File: src/rtl/snn_ff_pkg.sv
// ---------------------------------------------------------------------------
// snn_ff_pkg
// Definitions shared by the feed-forward SNN output path:
//   - AER tag values that separate spike events from time-step markers
//   - state encoding of the AER 4-phase transmit FSM
// ---------------------------------------------------------------------------
package snn_ff_pkg;

    localparam logic AER_TAG_SPIKE = 1'b0;
    localparam logic AER_TAG_STEP  = 1'b1;

    typedef enum logic [1:0] {
        ST_IDLE   = 2'd0,
        ST_REQ_HI = 2'd1,
        ST_ACK_LO = 2'd2
    } aer_state_t;

endpackage

File: src/rtl/aer_spike_encoder_if.sv
// ---------------------------------------------------------------------------
// aer_spike_encoder_if
// Off-core AER link carrying one event per 4-phase REQ/ACK handshake.
//   AERout_ADDR  event address (spike: neuron index, marker: time step)
//   AERout_TAG   0 = spike, 1 = time-step marker
//   AERout_REQ   request, driven by the sender
//   AERout_ACK   acknowledge, driven by the receiver (asynchronous domain)
// Modports: master = event sender, slave = event receiver.
// ---------------------------------------------------------------------------
interface aer_spike_encoder_if #(
    parameter int AER_OUT_WIDTH = 12
);
    logic [AER_OUT_WIDTH-1:0] AERout_ADDR;
    logic                     AERout_TAG;
    logic                     AERout_REQ;
    logic                     AERout_ACK;

    modport master (
        output AERout_ADDR,
        output AERout_TAG,
        output AERout_REQ,
        input  AERout_ACK
    );

    modport slave (
        input  AERout_ADDR,
        input  AERout_TAG,
        input  AERout_REQ,
        output AERout_ACK
    );
endinterface

File: src/rtl/sync_fifo.sv
// ---------------------------------------------------------------------------
// sync_fifo
// Single-clock FIFO with registered full/empty flags. Pointers carry one
// extra MSB so full and empty are told apart without a separate counter.
// The head entry is presented combinationally on rdata while not empty.
// Ports:
//   clk, rst_n      clock, asynchronous active-low reset
//   push, wdata     write request and data (ignored while full)
//   pop             remove head entry (ignored while empty)
//   rdata           head entry
//   full, empty     registered status flags
// ---------------------------------------------------------------------------
module sync_fifo #(
    parameter int WIDTH = 13,
    parameter int DEPTH = 16
) (
    input  logic             clk,
    input  logic             rst_n,
    input  logic             push,
    input  logic [WIDTH-1:0] wdata,
    input  logic             pop,
    output logic [WIDTH-1:0] rdata,
    output logic             full,
    output logic             empty
);
    localparam int AW = $clog2(DEPTH);

    logic [WIDTH-1:0] mem [DEPTH];
    logic [AW:0]      wr_ptr, rd_ptr;
    logic [AW:0]      wr_next, rd_next;
    logic             do_push, do_pop;

    assign do_push = push & ~full;
    assign do_pop  = pop & ~empty;
    assign wr_next = wr_ptr + {{AW{1'b0}}, do_push};
    assign rd_next = rd_ptr + {{AW{1'b0}}, do_pop};

    // Flags are computed from the next pointers so they are registered yet
    // change on the same edge as the occupancy.
    // NOTE: sequential state uses non-blocking assignments so every flop
    // samples pre-edge values regardless of statement order.
    always_ff @(posedge clk or negedge rst_n) begin
        if (!rst_n) begin
            wr_ptr <= '0;
            rd_ptr <= '0;
            full   <= 1'b0;
            empty  <= 1'b1;
        end else begin
            wr_ptr <= wr_next;
            rd_ptr <= rd_next;
            empty  <= (wr_next == rd_next);
            full   <= (wr_next[AW] != rd_next[AW]) &&
                      (wr_next[AW-1:0] == rd_next[AW-1:0]);
        end
    end

    // NOTE: storage has no reset; the pointers alone define which entries
    // are valid, and a reset-free array maps onto plain RAM/register files.
    always_ff @(posedge clk) begin
        if (do_push) begin
            mem[wr_ptr[AW-1:0]] <= wdata;
        end
    end

    assign rdata = mem[rd_ptr[AW-1:0]];

endmodule

File: src/rtl/aer_spike_encoder.sv
// ---------------------------------------------------------------------------
// aer_spike_encoder
// Captures spikes from the neuron update datapath during a time-step sweep,
// appends a time-step marker when the sweep closes, buffers both in a FIFO
// and transmits them off-core over a 4-phase AER handshake.
// Ports:
//   CLK, RSTN           clock, asynchronous active-low reset
//   spike_in            spike of the neuron evaluated this cycle
//   spike_valid         qualifies spike_in / post_neur_addr
//   post_neur_addr      index of the neuron evaluated this cycle
//   step_done           pulse closing a time-step sweep
//   current_time_step   time step being closed by step_done
//   time_ref_event      sample boundary; clears overflow and drop_cnt
//   aer                 AER output link (master side)
//   fifo_full           event buffer holds FIFO_DEPTH entries
//   overflow            sticky: an event was dropped since the last clear
//   drop_cnt            saturating count of dropped events
// ---------------------------------------------------------------------------
module aer_spike_encoder
    import snn_ff_pkg::*;
#(
    parameter int TIME_STEP      = 8,
    parameter int AER_OUT_WIDTH  = 12,
    parameter int FIFO_DEPTH     = 16,
    parameter int DROP_CNT_WIDTH = 8,
    localparam int TS_W = (TIME_STEP > 1) ? $clog2(TIME_STEP) : 1
) (
    input  logic                      CLK,
    input  logic                      RSTN,
    input  logic                      spike_in,
    input  logic                      spike_valid,
    input  logic [AER_OUT_WIDTH-1:0]  post_neur_addr,
    input  logic                      step_done,
    input  logic [TS_W-1:0]           current_time_step,
    input  logic                      time_ref_event,
    aer_spike_encoder_if.master       aer,
    output logic                      fifo_full,
    output logic                      overflow,
    output logic [DROP_CNT_WIDTH-1:0] drop_cnt
);
    localparam int EW  = AER_OUT_WIDTH + 1;
    localparam int DW1 = DROP_CNT_WIDTH + 1;

    // ---------------- push arbitration ----------------
    logic            spike_push;
    logic            push_req;
    logic [EW-1:0]   push_data;
    logic            pend;
    logic [TS_W-1:0] pend_ts;
    logic            pend_set, pend_clr;
    logic            step_drop, fifo_drop;

    assign spike_push = spike_valid & spike_in;

    // Priority: spike, then a held marker, then a fresh marker. A marker that
    // loses to a spike waits in the single pending slot; any step_done that
    // arrives while the slot is occupied is lost.
    // NOTE: every always_comb output gets a default first so no path leaves
    // a signal unassigned and no latch is inferred.
    always_comb begin
        push_req  = 1'b0;
        push_data = '0;
        pend_set  = 1'b0;
        pend_clr  = 1'b0;
        step_drop = 1'b0;
        if (spike_push) begin
            push_req  = 1'b1;
            push_data = {AER_TAG_SPIKE, post_neur_addr};
            if (step_done) begin
                if (pend) step_drop = 1'b1;
                else      pend_set  = 1'b1;
            end
        end else if (pend) begin
            push_req  = 1'b1;
            push_data = {AER_TAG_STEP, AER_OUT_WIDTH'(pend_ts)};
            pend_clr  = 1'b1;
            step_drop = step_done;
        end else if (step_done) begin
            push_req  = 1'b1;
            push_data = {AER_TAG_STEP, AER_OUT_WIDTH'(current_time_step)};
        end
    end

    always_ff @(posedge CLK or negedge RSTN) begin
        if (!RSTN) begin
            pend    <= 1'b0;
            pend_ts <= '0;
        end else if (pend_set) begin
            pend    <= 1'b1;
            pend_ts <= current_time_step;
        end else if (pend_clr) begin
            pend    <= 1'b0;
        end
    end

    // A push against a full FIFO is lost even if the head pops this cycle.
    assign fifo_drop = push_req & fifo_full;

    // ---------------- event buffer ----------------
    logic          fifo_empty, fifo_pop;
    logic [EW-1:0] fifo_head;

    sync_fifo #(
        .WIDTH (EW),
        .DEPTH (FIFO_DEPTH)
    ) u_fifo (
        .clk   (CLK),
        .rst_n (RSTN),
        .push  (push_req),
        .wdata (push_data),
        .pop   (fifo_pop),
        .rdata (fifo_head),
        .full  (fifo_full),
        .empty (fifo_empty)
    );

    // ---------------- drop status ----------------
    logic [1:0]                n_drops;
    logic [DROP_CNT_WIDTH-1:0] drop_base, drop_next;
    logic [DW1-1:0]            drop_sum;

    // A clear and a drop in the same cycle leave the drop recorded.
    assign n_drops   = {1'b0, fifo_drop} + {1'b0, step_drop};
    assign drop_base = time_ref_event ? '0 : drop_cnt;
    assign drop_sum  = {1'b0, drop_base} + DW1'(n_drops);
    assign drop_next = drop_sum[DW1-1] ? '1 : drop_sum[DROP_CNT_WIDTH-1:0];

    always_ff @(posedge CLK or negedge RSTN) begin
        if (!RSTN) begin
            overflow <= 1'b0;
            drop_cnt <= '0;
        end else begin
            overflow <= (n_drops != 2'd0) | (overflow & ~time_ref_event);
            drop_cnt <= drop_next;
        end
    end

    // ---------------- ACK synchronizer ----------------
    logic ack_meta, ack_s;

    always_ff @(posedge CLK or negedge RSTN) begin
        if (!RSTN) begin
            ack_meta <= 1'b0;
            ack_s    <= 1'b0;
        end else begin
            ack_meta <= aer.AERout_ACK;
            ack_s    <= ack_meta;
        end
    end

    // ---------------- 4-phase transmit FSM ----------------
    aer_state_t               state;
    logic                     req_q, tag_q;
    logic [AER_OUT_WIDTH-1:0] addr_q;

    // The head stays in the FIFO while it is being offered and is removed
    // only once the receiver has acknowledged it.
    assign fifo_pop = (state == ST_REQ_HI) && ack_s;

    always_ff @(posedge CLK or negedge RSTN) begin
        if (!RSTN) begin
            state  <= ST_IDLE;
            req_q  <= 1'b0;
            tag_q  <= 1'b0;
            addr_q <= '0;
        end else begin
            case (state)
                ST_IDLE: begin
                    if (!fifo_empty) begin
                        {tag_q, addr_q} <= fifo_head;
                        req_q           <= 1'b1;
                        state           <= ST_REQ_HI;
                    end
                end
                ST_REQ_HI: begin
                    if (ack_s) begin
                        req_q <= 1'b0;
                        state <= ST_ACK_LO;
                    end
                end
                ST_ACK_LO: begin
                    if (!ack_s) state <= ST_IDLE;
                end
                default: begin
                    req_q <= 1'b0;
                    state <= ST_IDLE;
                end
            endcase
        end
    end

    assign aer.AERout_REQ  = req_q;
    assign aer.AERout_TAG  = tag_q;
    assign aer.AERout_ADDR = addr_q;

endmodule
File: src/flat_wrapper.sv
// flat-port wrapper written by rule: the top's interface ports become plain ports
module aer_spike_encoder_flat import snn_ff_pkg::*;
#(
    parameter int TIME_STEP      = 8,
    parameter int AER_OUT_WIDTH  = 12,
    parameter int FIFO_DEPTH     = 16,
    parameter int DROP_CNT_WIDTH = 8,
    localparam int TS_W = (TIME_STEP > 1) ? $clog2(TIME_STEP) : 1
)
  (CLK, RSTN, spike_in, spike_valid, post_neur_addr, step_done, current_time_step, time_ref_event, fifo_full, overflow, drop_cnt, aer_AERout_ADDR, aer_AERout_TAG, aer_AERout_REQ, aer_AERout_ACK);
  aer_spike_encoder_if #(.AER_OUT_WIDTH(AER_OUT_WIDTH)) aer_i ();
  input  logic CLK;
  input  logic RSTN;
  input  logic spike_in;
  input  logic spike_valid;
  input  logic [AER_OUT_WIDTH-1:0] post_neur_addr;
  input  logic step_done;
  input  logic [TS_W-1:0] current_time_step;
  input  logic time_ref_event;
  output logic fifo_full;
  output logic overflow;
  output logic [DROP_CNT_WIDTH-1:0] drop_cnt;
  output wire logic [$bits(aer_i.AERout_ADDR)-1:0] aer_AERout_ADDR;
  output wire logic [$bits(aer_i.AERout_TAG)-1:0] aer_AERout_TAG;
  output wire logic [$bits(aer_i.AERout_REQ)-1:0] aer_AERout_REQ;
  input wire logic [$bits(aer_i.AERout_ACK)-1:0] aer_AERout_ACK;
  assign aer_AERout_ADDR = aer_i.AERout_ADDR;
  assign aer_AERout_TAG = aer_i.AERout_TAG;
  assign aer_AERout_REQ = aer_i.AERout_REQ;
  assign aer_i.AERout_ACK = aer_AERout_ACK;
  aer_spike_encoder #(.TIME_STEP(TIME_STEP), .AER_OUT_WIDTH(AER_OUT_WIDTH), .FIFO_DEPTH(FIFO_DEPTH), .DROP_CNT_WIDTH(DROP_CNT_WIDTH)) u_core (.CLK(CLK), .RSTN(RSTN), .spike_in(spike_in), .spike_valid(spike_valid), .post_neur_addr(post_neur_addr), .step_done(step_done), .current_time_step(current_time_step), .time_ref_event(time_ref_event), .aer(aer_i), .fifo_full(fifo_full), .overflow(overflow), .drop_cnt(drop_cnt));
endmodule
File: config.mk
export PLATFORM = sky130hd
export DESIGN_NAME = aer_spike_encoder_flat
export DESIGN_NICKNAME = d
export VERILOG_FILES = /design/src/rtl/snn_ff_pkg.sv /design/src/rtl/aer_spike_encoder_if.sv /design/src/rtl/sync_fifo.sv /design/src/rtl/aer_spike_encoder.sv /design/src/flat_wrapper.sv
export SDC_FILE = /design/constraint.sdc
export NUM_CORES = 1
export LEC_CHECK = 0
export CORE_AREA = 2 2 119 144
export CTS_BUF_LIST = sky130_fd_sc_hd__clkbuf_8
export CTS_CLUSTER_DIAMETER = 60
export CTS_CLUSTER_SIZE = 10
export DETAILED_ROUTE_END_ITERATION = 8
export DIE_AREA = 0 0 121 146
export PLACE_DENSITY = 0.81
export SLEW_MARGIN = 15
export SYNTH_ARGS = -nofsm -noshare
export SYNTH_HDL_FRONTEND = slang
export SYNTH_SLANG_ARGS = --single-unit
File: constraint.sdc
create_clock -name CLK -period 3.4 [get_ports CLK]
set_clock_uncertainty 0.05 [all_clocks]
set_input_delay 0.85 -clock CLK [delete_from_list [all_inputs] [get_ports CLK]]
set_output_delay 0.85 -clock CLK [all_outputs]
set_load 0.05 [all_outputs]
==> reports/qor.yml <==
status: "complete, no violations"
ant_nets: 0
post-cts-setup-buffers: 0
route.vias.total: 5268
fin_util: 0.7075
clockRootBuffer: "clkbuf_8"
setup_viol: 0
insertion_delay_ns: 0.54
hold_violations: 0
firstDrtPassIters: 5
power_density_nw_per_um2: 808.4
crit_path_start_kind: "primary input"
synthCells: 516
die_area_um2: 17670
num_io_pins: 46
cp.required_ns: 3.77
hpwl_um: 13280
multi_input_area_um2: 2497
worstHoldPathType: "reg2reg"
syn_area_per_cell_um2: 19.33
ys_warn_count: 0
synth-seq-cells: 251
whs_ns: 0.3114
antennaDiodeCount: 0
max_slew.worst_pin.slew_ns: 0.8319
clk_path_buf_depth: 3
rows: 51
rsz0062_at_grt: "no"
path_max_fanout: 6
drc_errors: 0
leakage_nw: 4.135
finalInstanceArea_um2: 11420
ctsResizeCount: 0
grt_pass1_wl_um: 32250
place_area_um2: 10920
track_usage: 0.2444
io_buffers: 45
layout.area.seq_um2: 7328
crit_arrival_ns: 3.20
coreArea_um2: 16140
initial_core_util: 0.6179
layout_worst_path_cycle_share: 0.8306
overflow: 0
cts_tree: "yes"
slew_violations: 0
htree_num_levels: 1
final_layout_size_suffix_gt1_frac: 0.2335
synth_edf_count: 208
via_per_inst: 6.198
syn-num-nets: 547
place.gp.congestion: 0.8534
ctsHoldBuffers: 0
dieWidth_um: 121
synth_area_um2: 9976
timing.max_cap.violations: 0
wl_per_cell_um: 24.15
syn2layout_area_growth_pct: 14.50
synthDistinctLibCells: 42
clock_sinks: 251
grt_antenna_before_repair: 0
ys_seq_area_frac: 0.7341
setup_tns_ns: 0
yosys_most_used_dff: "edfxtp_1"
routed_wl_um: 20530
numCtsBuffers: 29
path_clk_slew_ns: 0.07
synthArstFlopShare: 0.1713
die_height_um: 146
drt_iter0_markers: 590
finalCriticalPeriod_ns: 2.824
ir_drop_mv: 0.6519
slew_headroom: 0.4454
fin_nets: 646
num-fill-cells: 953
path_class: "in2reg"
grt_pass1_vias: 5628
max_freq_mhz: 354.1
cp-end-kind: "flip-flop"
grt_max_degree: 42
report_power, final:
group,total [mW],switching (mW),internal (mW)
sequential,4.30,0.395,3.90
combinational,3.13,1.71,1.42
clock,1.81,1.01,0.799
synth_stat cells, types with 7 or more instances:
library cell	number	area share
xor2_1	9	0.0079
clkbuf_1	7	0.0026
mux4_2	43	0.097
nor3_1	8	0.0040
edfxtp_1	208	0.63
mux2i_1	15	0.015
o21ai_1	13	0.0065
nand2_1	12	0.0045
and3_1	10	0.0063
dfrtp_1	42	0.11
nand3_1	7	0.0035
mux4_1	8	0.021
nor2_1	26	0.0098
ha_1	8	0.010
inv_1	9	0.0034
mux2_2	16	0.018
a22oi_1	12	0.0090
area by class of cell:
class	count	share of cell area
clock buffers	29	0.03494
inverters	9	0.002958
multi-input cells	234	0.2186
clock inverters	25	0.008982
flip-flops and latches	251	0.6416
repair buffers	90	0.06967
well taps	212	0.02322
cell usage in the layout, fill, tap and decap left out, types with 9 or more instances in the layout:
| cell | count |
|---|---|
| xor2_1 | 9 |
| a22oi_1 | 12 |
| edfxtp_1 | 208 |
| inv_1 | 32 |
| clkdlybuf4s50_1 | 44 |
| and3_1 | 10 |
| nor2_1 | 26 |
| mux2_2 | 16 |
| clkbuf_8 | 29 |
| dfrtp_1 | 40 |
| mux4_2 | 43 |
| buf_4 | 44 |
| o21ai_1 | 13 |
| nand2_1 | 12 |
| mux2i_1 | 15 |
logic make-up (layout without fill, tap and decap cells):
logic type	count (synthesis)	in the layout	share of synthesized area
flops	251	251	0.7341
simple gates	84	84	0.04239
fa+ha+maj	9	9	0.01204
compound gates	44	44	0.02910
xor+xnor	15	15	0.01317
mux	82	82	0.1513
buf+inv	31	153	0.01794
final timing paths:
check / from / endpoint / slack (ns) / cells past startpoint
worst max register to register: u_core.pend$_DFFE_PN0P_ / u_core.drop_cnt[3]$_DFF_PN0_ / 0.89 / 10
worst max-delay path: step_done / u_core.drop_cnt[3]$_DFF_PN0_ / 0.58 / 11
min in group asynchronous: RSTN / u_core.drop_cnt[0]$_DFF_PN0_ / 0.35 / 1
worst min-delay path: u_core.ack_meta$_DFF_PN0_ / u_core.ack_s$_DFF_PN0_ / 0.31 / 0
max in group asynchronous: RSTN / u_core.aer.AERout_ADDR[4]$_DFFE_PN0P_ / 2.25 / 2
worst min register to register: u_core.ack_meta$_DFF_PN0_ / u_core.ack_s$_DFF_PN0_ / 0.31 / 0
metrics by stage:
stage          cells  setup WS, ns  power, mW
2_1_floorplan    516        0.2826      6.496
3_3_place_gp     796        0.1384      7.366
3_5_place_dp     796       0.04371      7.504
4_1_cts          850        0.6053      9.290
5_1_grt          850        0.4793      9.651
6_report         850        0.5759      9.233
worst max-delay path, cell delays in order:
cell	delay, ns
clkdlybuf4s50_1	0.49
nor2_1	0.07
nand2_1	0.08
nand2_1	0.07
ha_1	0.30
ha_1	0.16
inv_1	0.05
fa_1	0.43
nor3_1	0.29
nand4b_1	0.25
o311ai_0	0.15
layer usage:
metal	routed length, um	vias to the layer above	GRT usage
met5	0	-	0
met4	375	0	0.05872
met3	1322	27	0.03566
met2	10790	247	0.4183
met1	8039	2730	0.3359
li1	-	2264	-
state kept, by name (all words and copies together) (netlist names):
register                count
u_core.aer.AERout_ADDR     12
u_core.aer.AERout_REQ       1
u_core.u_fifo.empty         1
u_core.u_fifo.rd_ptr        5
u_core.ack_meta             1
u_core.pend                 1
u_core.u_fifo.mem         208
u_core.pend_ts              3
u_core.u_fifo.wr_ptr        5
u_core.aer.AERout_TAG       1
u_core.state                2
u_core.ack_s                1
u_core.drop_cnt             8
u_core.overflow             1
u_core.u_fifo.full          1
(Power assumes the default switching activity.)
